===== config.mk =====
export PLATFORM = sky130hd
export DESIGN_NAME = secded_dec_pipe
export DESIGN_NICKNAME = d
export VERILOG_FILES = /design/src/rtl/secded_dec_pipe.sv
export SDC_FILE = /design/constraint.sdc
export NUM_CORES = 1
export LEC_CHECK = 0
export ABC_CLOCK_PERIOD_IN_PS = 3090
export CAP_MARGIN = 20
export CORE_ASPECT_RATIO = 1.1
export CORE_MARGIN = 5
export CORE_UTILIZATION = 28
export DETAILED_ROUTE_END_ITERATION = 7
export PLACE_DENSITY = 0.56
export SKIP_LAST_GASP = 1
export SLEW_MARGIN = 30
export SYNTH_ARGS = -nofsm -noshare
export SYNTH_HDL_FRONTEND = slang
export SYNTH_SLANG_ARGS = --single-unit
export TNS_END_PERCENT = 50

===== constraint.sdc =====
create_clock -name clk -period 3.09 [get_ports clk]
set_input_delay 0.618 -clock clk [delete_from_list [all_inputs] [get_ports clk]]
set_output_delay 0.618 -clock clk [all_outputs]
set_load 0.02 [all_outputs]

===== src/rtl/secded_dec_pipe.sv =====
// Two-stage pipelined Hsiao SEC-DED decoder with valid/ready flow control,
// saturating error counters and a sticky capture of the first uncorrectable address.
module secded_dec_pipe #(
    parameter int DATA_W = 64,
    parameter int CHK_W  = 8,
    parameter int ADDR_W = 32,
    parameter int CNT_W  = 16,
    localparam int POS_W = $clog2(DATA_W + CHK_W)
) (
    input  logic              clk,
    input  logic              rst_n,
    input  logic              in_valid,
    output logic              in_ready,
    input  logic [DATA_W-1:0] in_data,
    input  logic [CHK_W-1:0]  in_chk,
    input  logic [ADDR_W-1:0] in_addr,
    input  logic              corr_en,
    output logic              out_valid,
    input  logic              out_ready,
    output logic [DATA_W-1:0] out_data,
    output logic [ADDR_W-1:0] out_addr,
    output logic [CHK_W-1:0]  out_syn,
    output logic              out_sgl,
    output logic              out_unc,
    output logic [POS_W-1:0]  out_pos,
    input  logic              clr,
    output logic [CNT_W-1:0]  sgl_cnt,
    output logic [CNT_W-1:0]  unc_cnt,
    output logic              unc_vld,
    output logic [ADDR_W-1:0] unc_addr
);

    // Data columns: odd-weight values of weight >= 3, lowest weight first, ascending within a weight.
    function automatic logic [DATA_W-1:0][CHK_W-1:0] gen_cols();
        logic [DATA_W-1:0][CHK_W-1:0] cols;
        logic [CHK_W-1:0]             v;
        int                           n;
        int                           ones;
        cols = '0;
        n    = 0;
        for (int w = 3; w <= CHK_W; w += 2) begin
            for (int i = 0; i < (1 << CHK_W); i++) begin
                v    = CHK_W'(i);
                ones = 0;
                for (int b = 0; b < CHK_W; b++) begin
                    ones += int'(v[b]);
                end
                if (ones == w && n < DATA_W) begin
                    cols[n] = v;
                    n++;
                end
            end
        end
        return cols;
    endfunction

    localparam logic [DATA_W-1:0][CHK_W-1:0] COLS = gen_cols();

    logic              adv1;
    logic              adv2;
    logic              xfer;

    logic [CHK_W-1:0]  syn_c;

    logic              v1_q;
    logic [DATA_W-1:0] data1_q;
    logic [ADDR_W-1:0] addr1_q;
    logic [CHK_W-1:0]  syn1_q;
    logic              corr1_q;

    logic [DATA_W-1:0] flip_c;
    logic              hit_c;
    logic              odd_c;
    logic              sgl_d;
    logic              unc_d;
    logic [POS_W-1:0]  pos_d;
    logic [DATA_W-1:0] data2_d;

    logic              v2_q;
    logic [DATA_W-1:0] data2_q;
    logic [ADDR_W-1:0] addr2_q;
    logic [CHK_W-1:0]  syn2_q;
    logic              sgl2_q;
    logic              unc2_q;
    logic [POS_W-1:0]  pos2_q;

    logic [CNT_W-1:0]  sgl_cnt_q, sgl_cnt_d;
    logic [CNT_W-1:0]  unc_cnt_q, unc_cnt_d;
    logic              unc_vld_q, unc_vld_d;
    logic [ADDR_W-1:0] unc_addr_q, unc_addr_d;

    assign adv2     = !v2_q || out_ready;
    assign adv1     = !v1_q || adv2;
    assign in_ready = adv1;
    assign xfer     = v2_q && out_ready;

    always_comb begin
        syn_c = in_chk;
        for (int j = 0; j < DATA_W; j++) begin
            if (in_data[j]) begin
                syn_c = syn_c ^ COLS[j];
            end
        end
    end

    always_ff @(posedge clk or negedge rst_n) begin
        if (!rst_n) begin
            v1_q    <= 1'b0;
            data1_q <= '0;
            addr1_q <= '0;
            syn1_q  <= '0;
            corr1_q <= 1'b0;
        end else if (adv1) begin
            v1_q <= in_valid;
            if (in_valid) begin
                data1_q <= in_data;
                addr1_q <= in_addr;
                syn1_q  <= syn_c;
                corr1_q <= corr_en;
            end
        end
    end

    always_comb begin
        flip_c = '0;
        hit_c  = 1'b0;
        pos_d  = '0;
        for (int j = 0; j < DATA_W; j++) begin
            if (syn1_q == COLS[j]) begin
                flip_c[j] = 1'b1;
                hit_c     = 1'b1;
                pos_d     = POS_W'(j);
            end
        end
        for (int k = 0; k < CHK_W; k++) begin
            if (syn1_q == (CHK_W'(1) << k)) begin
                hit_c = 1'b1;
                pos_d = POS_W'(DATA_W + k);
            end
        end
        // Even-weight syndromes can never be a single flip, whatever they match.
        odd_c = ^syn1_q;
        sgl_d = odd_c && hit_c;
        unc_d = (syn1_q != '0) && !sgl_d;
        if (!sgl_d) begin
            pos_d = '0;
        end
        data2_d = (corr1_q && sgl_d) ? (data1_q ^ flip_c) : data1_q;
    end

    always_ff @(posedge clk or negedge rst_n) begin
        if (!rst_n) begin
            v2_q    <= 1'b0;
            data2_q <= '0;
            addr2_q <= '0;
            syn2_q  <= '0;
            sgl2_q  <= 1'b0;
            unc2_q  <= 1'b0;
            pos2_q  <= '0;
        end else if (adv2) begin
            v2_q <= v1_q;
            if (v1_q) begin
                data2_q <= data2_d;
                addr2_q <= addr1_q;
                syn2_q  <= syn1_q;
                sgl2_q  <= sgl_d;
                unc2_q  <= unc_d;
                pos2_q  <= pos_d;
            end
        end
    end

    // clr wins over a same-cycle event so software sees a clean zero after clearing.
    always_comb begin
        sgl_cnt_d  = sgl_cnt_q;
        unc_cnt_d  = unc_cnt_q;
        unc_vld_d  = unc_vld_q;
        unc_addr_d = unc_addr_q;
        if (clr) begin
            sgl_cnt_d  = '0;
            unc_cnt_d  = '0;
            unc_vld_d  = 1'b0;
            unc_addr_d = '0;
        end else if (xfer) begin
            if (sgl2_q && sgl_cnt_q != {CNT_W{1'b1}}) begin
                sgl_cnt_d = sgl_cnt_q + CNT_W'(1);
            end
            if (unc2_q && unc_cnt_q != {CNT_W{1'b1}}) begin
                unc_cnt_d = unc_cnt_q + CNT_W'(1);
            end
            if (unc2_q && !unc_vld_q) begin
                unc_vld_d  = 1'b1;
                unc_addr_d = addr2_q;
            end
        end
    end

    always_ff @(posedge clk or negedge rst_n) begin
        if (!rst_n) begin
            sgl_cnt_q  <= '0;
            unc_cnt_q  <= '0;
            unc_vld_q  <= 1'b0;
            unc_addr_q <= '0;
        end else begin
            sgl_cnt_q  <= sgl_cnt_d;
            unc_cnt_q  <= unc_cnt_d;
            unc_vld_q  <= unc_vld_d;
            unc_addr_q <= unc_addr_d;
        end
    end

    assign out_valid = v2_q;
    assign out_data  = data2_q;
    assign out_addr  = addr2_q;
    assign out_syn   = syn2_q;
    assign out_sgl   = sgl2_q;
    assign out_unc   = unc2_q;
    assign out_pos   = pos2_q;
    assign sgl_cnt   = sgl_cnt_q;
    assign unc_cnt   = unc_cnt_q;
    assign unc_vld   = unc_vld_q;
    assign unc_addr  = unc_addr_q;

endmodule


# After elaboration in Yosys (flattened, before gate mapping)
# Cells that the tools add are included.
[classes]
n_reduce_logical = 24
mux = 284
bitwise_logic = 65
eq_ne = 74
n_addsub = 2
[op_table]
columns = ["cell", "count"]
rows = [
  ["two-way mux 7 bit", 88],
  ["== test 8 bit, second input constant", 22],
  ["two-way mux 8 bit", 21],
  ["inverter 3 bit", 56],
  ["== test 8 x 7 -> 1 bit, second input constant", 18],
  ["two-way mux 1 bit", 139],
  ["== test 8 x 6 -> 1 bit, second input constant", 16],
  ["two-way mux 16 bit", 6],
  ["two-way mux 32 bit", 3],
  ["two-way mux 6 bit", 15],
  ["== test 8 x 5 -> 1 bit, second input constant", 8],
  ["two-way mux 64 bit", 1],
  ["XOR 64 bit", 1],
  ["inverter 5 bit", 8],
  ["two-way mux 5 bit", 7],
  ["adder 16 x 1 -> 16 bit, second input constant", 2],
  ["== test 8 x 4 -> 1 bit, second input constant", 4],
  ["!= test 16 bit, second input constant", 2],
  ["== test 8 x 3 -> 1 bit, second input constant", 2],
  ["two-way mux 4 bit", 3],
  ["AND reduction 2 bit", 5],
  ["== test 8 x 1 -> 1 bit, second input constant", 1],
  ["== test 8 x 2 -> 1 bit, second input constant", 1],
  ["nonzero test 2 bit", 4],
  ["other kinds (6)", 16],
]
[word_totals]
word_cells = 465
ff_bits = 285
out_inout_bits = 180
inputBits = 110

# Depth between registers and ports, before layout
[depth]
word_depth = 128
depth_mapped = 13
ltp_nobuf = 9

# Least setup slack after synthesis
# Ideal clock, no wire load.
[synth_timing]
path_type = "register -> register"
from = "register syn1_q[2]"
to = "register data2_q[16], in the netlist out_data[16]"
period_less_slack_ps = 2355
slack_ps = 735
n_path_buf = 4
stages_incl_launch_ff = 14
arrival_time_ps = 2223
cell_sequence = "dfrtp_1 -> inv_1 -> ha_1 -> buf_2 -> o21ai_2 -> buf_4 -> nor2_1 -> nor3b_2 -> nand4_2 -> buf_6 -> buf_6 -> o211ai_2 -> xor2_1 -> o21ai_1"
[synth_between]
elab_chain_cells = 76
[synth_rtl]
columns = ["element", "line", "rtl"]
rows = [
  ["start: declaration", "68", "logic [CHK_W-1:0] syn1_q;"],
  ["start signal: assignment", "118", "syn1_q <= syn_c;"],
  ["== test 8 x 3 -> 1 bit", "129", "if (syn1_q == COLS[j]) begin"],
  ["two-way mux 1 bit (64 in series)", "129", ""],
  ["two-way mux 1 bit (8 in series)", "136", "if (syn1_q == (CHK_W'(1) << k)) begin"],
  ["logical AND 1 bit", "143", "sgl_d = odd_c && hit_c;"],
  ["logical AND 1 bit", "148", "data2_d = (corr1_q && sgl_d) ? (data1_q ^ flip_c) : data1_q;"],
  ["two-way mux 64 bit (*)", "148", ""],
  ["end signal: assignment", "163", "data2_q <= data2_d;"],
  ["end: declaration", "80", "logic [DATA_W-1:0] data2_q;"],
]
# Mark *: on every way between the ends. The rest lies on a longest branch, timed or not.
# A chain may end at the register's enable or synchronous reset.

# Final worst setup path
[layout_timing]
from = "register syn1_q[0]"
to = "register data2_q[62], in the netlist out_data[62]"
# The elaborated chain is that of the path after synthesis.

==> metrics.log <==
[metrics] status: complete, no violations
[metrics] Syn Nets: 1619
[metrics] total negative slack: 0 ps
[metrics] Crit. Startpoint: syn1_q[0]$_DFFE_PN0P_
[metrics] total routing usage reported by global routing: 17.3%
[metrics] Setup Skew: 23.5 ps
[metrics] top cells by count, synth: sky130_fd_sc_hd__dfrtp_1 (285), sky130_fd_sc_hd__nand2_1 (229), sky130_fd_sc_hd__xnor2_1 (141)
[metrics] total number of yosys warnings: 0
[metrics] first-pass GRT wire length: 80300 µm
[metrics] number of I/O port buffers: 289
[metrics] routed length per placed instance: 20.8 µm
[metrics] gr ovfl total: 0
[metrics] Num Clock Sinks: 285
[metrics] final period utilization: 96.4%
[metrics] normalized max-slew margin: 54.0%
[metrics] transition at the pin with the smallest max-transition slack: 690 ps
[metrics] Cells after Synth: 1491
[metrics] Synth area leader: sky130_fd_sc_hd__dfrtp_1
[metrics] Detailed Place HPWL: 40800 µm
[metrics] TritonCTS clock tree: done
[metrics] Cell Count Post-Placement: 2496
[metrics] Fmax: 336 MHz
[metrics] H-Tree Depth: 2
[metrics] worst vdd rail ir drop: 0.000617 V
[metrics] antenna violations before repair: 0
[metrics] number of vias in the routed layout: 12600
[metrics] drt first-iter violations: 759
[metrics] average size of a mapped cell: 10.3 µm²
[metrics] biggest area contributors in the synthesized netlist: sky130_fd_sc_hd__dfrtp_1 (46%), sky130_fd_sc_hd__xnor2_1 (8.0%), sky130_fd_sc_hd__mux2_2 (7.1%), sky130_fd_sc_hd__nand2_1 (5.6%), sky130_fd_sc_hd__xor2_1 (5.4%)
[metrics] most common flop cell mapped by yosys: sky130_fd_sc_hd__dfrtp_1
[metrics] Cell Area, Synth: 15300 µm²
[metrics] post-route non-filler standard cell count: 2559
[metrics] Area Growth Syn to Fin: 35.4%
[metrics] vertical die dimension: 256 µm
[metrics] reported leakage power: 8.51 nW
[metrics] Min Clock Period, post-route: 2980 ps
[metrics] Worst Path Class, Setup: reg2reg
[metrics] clock buffer count from CTS: 35
[metrics] worst hold path class: in2async
[metrics] number of DRC violations after detailed routing: 0
[metrics] Async SR Flop Fraction: 100%
[metrics] count of max-cap constraint violations: 0
[metrics] antenna diode instance count: 0
[metrics] power per standard cell area: 834 nW/µm²
[metrics] area of the core: 54600 µm²
[metrics] post-layout net count: 1927
[metrics] number of global-route vias before repair: 12800
[metrics] Initial Utilization: 28.1%
[metrics] required time reported for the critical path endpoint: 3490 ps
[metrics] number of detailed-route iterations in the first pass: 5
[metrics] # fillers: 5420
[metrics] I/O pins: 290
[metrics] clk root buf: sky130_fd_sc_hd__clkbuf_16
[metrics] Detail Route Antenna Nets: 0
[metrics] proportion of synthesized chip area in sequential cells: 46.5%
[metrics] number of pins exceeding their max-slew limit in the final report: 0
[metrics] critical path fanouts, max: 9
[metrics] top-count cell post-synth: sky130_fd_sc_hd__dfrtp_1
[metrics] weighted congestion reported at the end of routability-driven placement: 0.873
[metrics] DRT Wirelength: 53300 µm
[metrics] vias per std cell: 4.91
[metrics] maximum number of pins on one net before global-route repair: 83
[metrics] post-synth cell types: 73
[metrics] x dimension of the die: 233 µm
[metrics] number of setup violations in the final report: 0
[metrics] kind of start point of the critical path: register
[metrics] hold slack: 34.0 ps
[metrics] Data arrival, critical path: 3380 ps
[metrics] critical register-to-register path startpoint: syn1_q[0]$_DFFE_PN0P_
[metrics] total non-filler cell area in the finished layout: 20800 µm²
[metrics] post-detailed-placement cell area: 19600 µm²
[metrics] Clock Path Buffers: 3
[metrics] CP Capture Type: register
[metrics] CTS Hold Buffers Added: 0
[metrics] hold violation count in the final report: 0
[metrics] Synth top area share: 46.5%
[metrics] Post-synth EDFFs: 0
[metrics] area of the die: 59600 µm²
[metrics] fraction of final layout cells sized beyond drive strength 1: 16.7%
[metrics] Yosys reg bits: 285
[metrics] Placement Rows: 90
[metrics] register clock-pin slew on the reported worst setup and hold paths: 60 ps
[metrics] clock network latency to the later pin of the worst-skew pair: 550 ps
==> cell type report <==
type	instances	area, µm²	area share, %
clock buffers	48	986	4.74
clock inverters	13	189	0.909
inverters	14	52.6	0.253
multi-input cells	1080	7690	37.0
flip-flops and latches	285	7130	34.3
well taps	736	921	4.43
repair buffers	383	3820	18.4
==> flip-flops by register name, indices dropped and copies added, names as in the netlist <==
| name | count |
|---|---|
| unc_cnt | 16 |
| v1_q | 1 |
| out_sgl | 1 |
| out_syn | 8 |
| unc_vld | 1 |
| unc_addr | 32 |
| out_data | 64 |
| out_addr | 32 |
| corr1_q | 1 |
| out_valid | 1 |
| data1_q | 64 |
| sgl_cnt | 16 |
| out_unc | 1 |
| addr1_q | 32 |
| out_pos | 7 |
| syn1_q | 8 |
==> layer usage <==
layer	track usage [%]	part of all wire [%]	vias to the layer above	wire (µm)
met1	22.5	42	6174	22500
met2	28.8	48	458	25600
met3	3.66	6.6	96	3540
met4	5.33	3.2	0	1710
li1	-	-	5830	-
met5	0	0	-	0
==> cells by family after synthesis <==
kind of cell | Yosys count | synth area share [%]
AND/OR/NAND/NOR | 417 | 12.4
adder cells (fa/ha/maj) | 18 | 1.47
AO/OA/AOI/OAI | 308 | 14.9
XOR/XNOR | 238 | 13.8
buffers and inverters | 126 | 3.77
multiplexers | 99 | 7.25
flip-flops | 285 | 46.5
==> repair_timing <==
item                       in CTS  in global routing
setup endpoints to repair       1                 20
resized for setup               2                  4
hold endpoints to repair        0                  0
buffers inserted                0                  2
pin swaps                       0                  1
==> final timing paths <==
kind	slack, ps	cells past startpoint	endpoint
setup / recovery	110	11	out_data[62]$_DFFE_PN0P_
hold reg to reg	460	2	out_addr[9]$_DFFE_PN0P_
hold / removal	30	1	out_data[29]$_DFFE_PN0P_
setup reg to reg	110	11	out_data[62]$_DFFE_PN0P_
min in group clk	460	2	out_addr[9]$_DFFE_PN0P_
max in group asynchronous	2170	2	unc_addr[6]$_DFFE_PN0P_
==> worst max-delay path, stage by stage (launching register included) <==
cell and delay [ps]:
sky130_fd_sc_hd__dfrtp_1 390, sky130_fd_sc_hd__inv_1 90, sky130_fd_sc_hd__ha_1 290, sky130_fd_sc_hd__buf_4 220, sky130_fd_sc_hd__nor2_2 210, sky130_fd_sc_hd__nand3b_1 170, sky130_fd_sc_hd__nor3b_4 310, sky130_fd_sc_hd__nand4_4 280
sky130_fd_sc_hd__buf_4 260, sky130_fd_sc_hd__o211ai_2 210, sky130_fd_sc_hd__xor2_1 320, sky130_fd_sc_hd__o21ai_1 90
==> stage by stage <==
| stage | power, mW | worst slack (ps) | utilization (%) |
|---|---|---|---|
| after floorplan | 9.52 | 735 | - |
| after detailed placement | 13.1 | -54.8 | 35.8 |
| after global placement | 13.1 | -66.7 | 35.8 |
| final | 17.3 | 112 | 38.1 |
| after global routing | 18.2 | -13.3 | 38.1 |
| after CTS | 17.5 | 11.1 | 38.0 |
==> layout by cell type, fill, tap and decap left out, types with 36 or more instances in the layout <==
cell                                n
sky130_fd_sc_hd__nor2_1            55
sky130_fd_sc_hd__mux2_2            97
sky130_fd_sc_hd__a22o_1            36
sky130_fd_sc_hd__xnor2_1          141
sky130_fd_sc_hd__o2111ai_1         38
sky130_fd_sc_hd__clkdlybuf4s50_1  288
sky130_fd_sc_hd__o21ai_0           38
sky130_fd_sc_hd__dfrtp_1          285
sky130_fd_sc_hd__nand2_1          227
sky130_fd_sc_hd__buf_4             77
sky130_fd_sc_hd__clkbuf_16         36
sky130_fd_sc_hd__xor2_1            95
sky130_fd_sc_hd__o21ai_1           67
==> power by group <==
group	total (mW)	internal (mW)	switching [mW]
sequential	4.90	4.40	0.501
clock	4.21	2.58	1.63
combinational	8.23	3.27	4.96
(Power assumes the default switching activity.)
